<file path="src/rtl/cpu_defs.sv">
// Shared CPU definitions: shifter opcodes, sequencer state encodings and the
// rule that turns a requested amount into a per-bit step count.
package cpu_defs;

  localparam logic [2:0] OP_SHL  = 3'b000;
  localparam logic [2:0] OP_SHR  = 3'b001;
  localparam logic [2:0] OP_SHRA = 3'b010;
  localparam logic [2:0] OP_ROL  = 3'b011;
  localparam logic [2:0] OP_ROR  = 3'b100;

  localparam logic [1:0] ST_IDLE  = 2'd0;
  localparam logic [1:0] ST_SHIFT = 2'd1;
  localparam logic [1:0] ST_DONE  = 2'd2;

  function automatic logic op_valid(input logic [2:0] op);
    return (op <= OP_ROR);
  endfunction

  // Rotates wrap modulo 32; shifts saturate at 32 since any further step is a no-op.
  function automatic logic [5:0] eff_count(input logic [2:0] op, input logic [31:0] amount);
    logic [5:0] n;
    n = 6'd0;
    case (op)
      OP_ROL, OP_ROR:          n = {1'b0, amount[4:0]};
      OP_SHL, OP_SHR, OP_SHRA: n = (amount > 32'd32) ? 6'd32 : amount[5:0];
      default:                 n = 6'd0;
    endcase
    return n;
  endfunction

endpackage

</file>
<file path="src/rtl/shift_step_32.sv">
// One-bit shift/rotate step for the sequencer datapath; invalid ops pass through.
module shift_step_32
  import cpu_defs::*;
#(
  parameter int WIDTH = 32
) (
  input  logic [2:0]       op_i,
  input  logic [WIDTH-1:0] data_i,
  output logic [WIDTH-1:0] data_o
);

  // NOTE: the default assignment first keeps this combinational block latch-free.
  always_comb begin
    data_o = data_i;
    case (op_i)
      OP_SHL:  data_o = {data_i[WIDTH-2:0], 1'b0};
      OP_SHR:  data_o = {1'b0, data_i[WIDTH-1:1]};
      OP_SHRA: data_o = {data_i[WIDTH-1], data_i[WIDTH-1:1]};
      OP_ROL:  data_o = {data_i[WIDTH-2:0], data_i[WIDTH-1]};
      OP_ROR:  data_o = {data_i[0], data_i[WIDTH-1:1]};
      default: data_o = data_i;
    endcase
  end

endmodule

</file>
<file path="src/rtl/shift_seq_32.sv">
// Multi-cycle 32-bit shifter/rotator: one bit per clock, done pulse on completion.
module shift_seq_32
  import cpu_defs::*;
#(
  parameter int WIDTH = 32
) (
  input  logic             clock,
  input  logic             clear,
  input  logic             start,
  input  logic [2:0]       op,
  input  logic [WIDTH-1:0] operand_a,
  input  logic [WIDTH-1:0] operand_b,
  output logic             busy,
  output logic             done,
  output logic             err,
  output logic [WIDTH-1:0] result
);

  logic [1:0]       state_q, state_d;
  logic [2:0]       op_q, op_d;
  logic [WIDTH-1:0] work_q, work_d;
  logic [5:0]       count_q, count_d;
  logic [WIDTH-1:0] result_q, result_d;
  logic             err_q, err_d;
  logic [WIDTH-1:0] step_data;
  logic [5:0]       n_req;

  shift_step_32 #(.WIDTH(WIDTH)) u_step (
    .op_i   (op_q),
    .data_i (work_q),
    .data_o (step_data)
  );

  assign n_req = eff_count(op, operand_b);

  always_comb begin
    state_d  = state_q;
    op_d     = op_q;
    work_d   = work_q;
    count_d  = count_q;
    result_d = result_q;
    err_d    = 1'b0;
    case (state_q)
      ST_IDLE: begin
        if (start) begin
          op_d    = op;
          work_d  = operand_a;
          count_d = n_req;
          if (n_req == 6'd0) begin
            result_d = operand_a;
            err_d    = !op_valid(op);
            state_d  = ST_DONE;
          end else begin
            state_d = ST_SHIFT;
          end
        end
      end
      ST_SHIFT: begin
        work_d  = step_data;
        count_d = count_q - 6'd1;
        if (count_q == 6'd1) begin
          result_d = step_data;
          state_d  = ST_DONE;
        end
      end
      ST_DONE: state_d = ST_IDLE;
      default: state_d = ST_IDLE;
    endcase
  end

  // NOTE: sequential state uses non-blocking assignments so every register
  // samples its pre-edge value regardless of statement order.
  always_ff @(posedge clock) begin
    if (clear) begin
      state_q  <= ST_IDLE;
      op_q     <= OP_SHL;
      work_q   <= '0;
      count_q  <= 6'd0;
      result_q <= '0;
      err_q    <= 1'b0;
    end else begin
      state_q  <= state_d;
      op_q     <= op_d;
      work_q   <= work_d;
      count_q  <= count_d;
      result_q <= result_d;
      err_q    <= err_d;
    end
  end

  assign busy   = (state_q != ST_IDLE);
  assign done   = (state_q == ST_DONE);
  assign err    = err_q;
  assign result = result_q;

endmodule

</file>
<file path="config.mk">
export PLATFORM = sky130hd
export DESIGN_NAME = shift_seq_32
export DESIGN_NICKNAME = d
export VERILOG_FILES = /design/src/rtl/cpu_defs.sv /design/src/rtl/shift_step_32.sv /design/src/rtl/shift_seq_32.sv
export SDC_FILE = /design/constraint.sdc
export NUM_CORES = 1
export LEC_CHECK = 0
export CAP_MARGIN = 15
export CORE_MARGIN = 2
export CORE_UTILIZATION = 28
export CTS_CLUSTER_SIZE = 24
export DETAILED_ROUTE_END_ITERATION = 12
export PLACE_DENSITY = 0.48
export SYNTH_ARGS = -nofsm -noshare
export SYNTH_HDL_FRONTEND = slang
export SYNTH_HIERARCHICAL = 1
export SYNTH_SLANG_ARGS = --single-unit
</file>
<file path="constraint.sdc">
create_clock -name clock -period 2.7 [get_ports clock]
set_input_delay 0.675 -clock clock [delete_from_list [all_inputs] [get_ports clock]]
set_output_delay 0.675 -clock clock [all_outputs]
set_load 0.01 [all_outputs]
</file>
==> results by group, run 1 <==
Power
  • Leakage: 0.00259 uW
  • Worst vdd ir: 0.332 mV
  • PD cells: 640 mW/mm^2

Drt
  • DR DRC count: 0
  • Post-DRT Antenna Nets: 0
  • Detailed Route Iter0 Violations: 334
  • Vias per cell: 5.13
  • Final wirelength: 14.5 mm
  • Total iterations of the first detailed-routing run: 5
  • Via count: 4806
  • Avg WL per Cell: 15.5 um

Timing
  • Fin crit period: 2.36 ns
  • Final hold vios: 0
  • Relative slew margins: 0.379
  • Setup violations, final: 0
  • Fmax: 423 MHz
  • Sum Neg Setup Slack: 0 ns
  • Tcrit/Tclk final: 0.875
  • Least-Margin Pin Slew: 0.932 ns
  • RSZ-0062 raised after global routing: no
  • Skew final: 0.00878 ns
  • Fin. max-slew vios: 0

Yosys
  • Async set or reset register ratio after synthesis: 0
  • #FFs+latches synth: 76
  • EDFF count, synth: 0
  • Post-synthesis cell area: 0.00493 sq mm
  • Area leader, netlist: dfxtp_1
  • Synth top area share: 0.308
  • Most used DFF post-synth: dfxtp_1
  • Area contributors post-synth: dfxtp_1 31%, nand2_1 11%, mux2i_1 6.5%
  • Synth top cells by count: 139 x nand2_1, 76 x dfxtp_1, 44 x nor2_1
  • Most frequent cell after synthesis: nand2_1
  • Sequential fraction of the synthesis area: 0.308
  • Post-Syn Area per Cell: 7.73 sq um
  • Warnings from Yosys: 6
  • Netlist cell types: 50
  • Post-Syn Nets: 710
  • Synth Instances: 638

Finish
  • Layout filler cell count: 1749
  • NumNets Final: 780
  • Fin util: 0.373
  • Multi-input gate area in the final layout: 0.00310 sq mm
  • P&R area growth vs syn: 30.4%
  • Post-Layout Cell Count: 936
  • FF+latch area: 0.00152 sq mm
  • Final Cell Area: 0.00643 sq mm
  • Antenna cells: 0
  • Fraction of layout cells with a size suffix above 1: 0.104

Placement
  • Port bufs: 104
  • RD Place Congestion: 0.786
  • Post-placement cell count: 922
  • Area of placed instances: 0.00614 sq mm
  • HPWL after DPL: 9.47 mm

Die
  • Starting Density: 0.286
  • Core ar.: 0.0172 sq mm
  • Chip width: 137 um
  • # IOs: 105
  • Die ar.: 0.0187 sq mm
  • Die height: 137 um
  • Row cnt: 48

GRT
  • Vias in the first global route: 4625
  • Global route overflow: 0
  • Pin count of the biggest net entering global routing: 71
  • GRT Resource Usage Total: 0.159
  • First-pass GRT wire length: 23.8 mm
  • Initial antenna violation count: 0

Job
  • Max_cap viols: 0

CTS
  • Sink Count: 76
  • Hold_buf cts: 0
  • Clock buffer depth: 2
  • TritonCTS clock tree: yes
  • H-tree levels: 3
  • Clock root buffer: clkbuf_16
  • Total CTS buffers: 9
  • Setup Fix Bufs, Post-CTS: 0
  • Post-CTS Resized: 0
  • Clock transition at path regs: 0.06 ns
  • Worst skew pair latency: 0.35 ns

Worst setup path
  • CP arrival: 2.59 ns
  • Crit start category: input pin
  • CP Max Fanout: 12
  • Setup crit end kind: flip-flop
  • WS Path Type: input pin to flip-flop
  • Req. time, crit path: 2.93 ns

Run status
  • Status: complete, no violations

Min path
  • Hold/Removal Path Class: flip-flop to flip-flop
==> layer usage <==
metal  share of wire  vias up  GRT usage
met5               0        -          0
met4           0.011        0     0.0503
met3           0.052       14     0.0344
met2            0.45      132      0.243
met1            0.49     2251      0.221
li1                -     2409          -
==> logic make-up (layout without fill, tap and decap cells) <==
family                   count (synthesis)  count (layout)  synth area share
XOR/XNOR                                 2               2           0.00736
AND/OR/NAND/NOR                        274             274             0.256
adder cells (fa/ha/maj)                  2               2           0.00507
flip-flops                              76              76             0.308
multiplexers                            66              66             0.148
buffers and inverters                   66             139            0.0692
AO/OA/AOI/OAI                          152             152             0.206
==> final timing paths <==
kind | from | to | slack, ns | cells after the start
worst max register to register | op_q[1] | result[2] | 0.36 | 7
worst min register to register | work_q[13] | work_q[13] | 0.53 | 2
worst max-delay path | operand_b[1] | result[21] | 0.34 | 7
worst min-delay path | work_q[13] | work_q[13] | 0.53 | 2
==> cells in the final DEF, fill, tap and decap left out, drive strengths merged, types with 12 or more instances in the layout <==
master and n:
dfxtp 76, clkbuf 12, o211ai 31, a311oi 32
nor2 45, mux2i 32, nor2b 34, o21ai 34
nand2 139, clkdlybuf4s50 103, buf 17, mux2 34
a21oi 39, or3 30
==> state kept, by name, indices dropped and copies added (netlist names) <==
name and cells:
op_q 3, count_q 6, err 1, work_q 32
result 32, state_q 2
==> critical path, cell delays in order <==
cell and delay [ns]:
clkdlybuf4s50_1 0.45, nor4_2 0.31, a21boi_1 0.14, nor3b_1 0.32
o221ai_4 0.16, buf_4 0.22, mux2_4 0.31
==> stage by stage <==
stage | hold slack (ns) | total power [uW] | setup WS, ns
after floorplan | 0.437 | 2440 | 0.589
after global placement | 0.513 | 2890 | -0.00324
after detailed placement | 0.522 | 2910 | -0.0486
after CTS | 0.531 | 4160 | 0.309
after global routing | 0.559 | 4400 | 0.143
final | 0.528 | 4120 | 0.338
==> cell type report <==
cell class,instances,share of cell area
timing repair buffer,120,0.190
multi-input combinational,496,0.481
clock inverter,2,0.00545
inverter,5,0.00292
clock buffer,12,0.0399
sequential,76,0.237
tap,225,0.0438
==> where the power goes <==
group | total (uW) | leakage, uW | internal [uW] | switching, uW
sequential | 1470 | 0.000623 | 1280 | 186
clock | 1230 | 0.000145 | 755 | 473
combinational | 1420 | 0.00182 | 656 | 762
Note: power is estimated with default switching activity, not from simulation.
==> run 2, diff against run 1 <==
--- a/config.mk
+++ b/config.mk
@@ -5,7 +5,6 @@
 export SDC_FILE = /design/constraint.sdc
 export NUM_CORES = 1
 export LEC_CHECK = 0
-export CAP_MARGIN = 15
 export CORE_MARGIN = 2
 export CORE_UTILIZATION = 28
 export CTS_CLUSTER_SIZE = 24
==> results of run 2 <==
No change in the layout: final DEF, timing and power equal those of run 1.
==> run 3, diff against run 2 <==
--- a/config.mk
+++ b/config.mk
@@ -7,6 +7,7 @@
 export LEC_CHECK = 0
 export CORE_MARGIN = 2
 export CORE_UTILIZATION = 28
+export CTS_CLUSTER_DIAMETER = 120
 export CTS_CLUSTER_SIZE = 24
 export DETAILED_ROUTE_END_ITERATION = 12
 export PLACE_DENSITY = 0.48
==> results of run 3 <==
No change in the layout: final DEF, timing and power equal those of run 1.
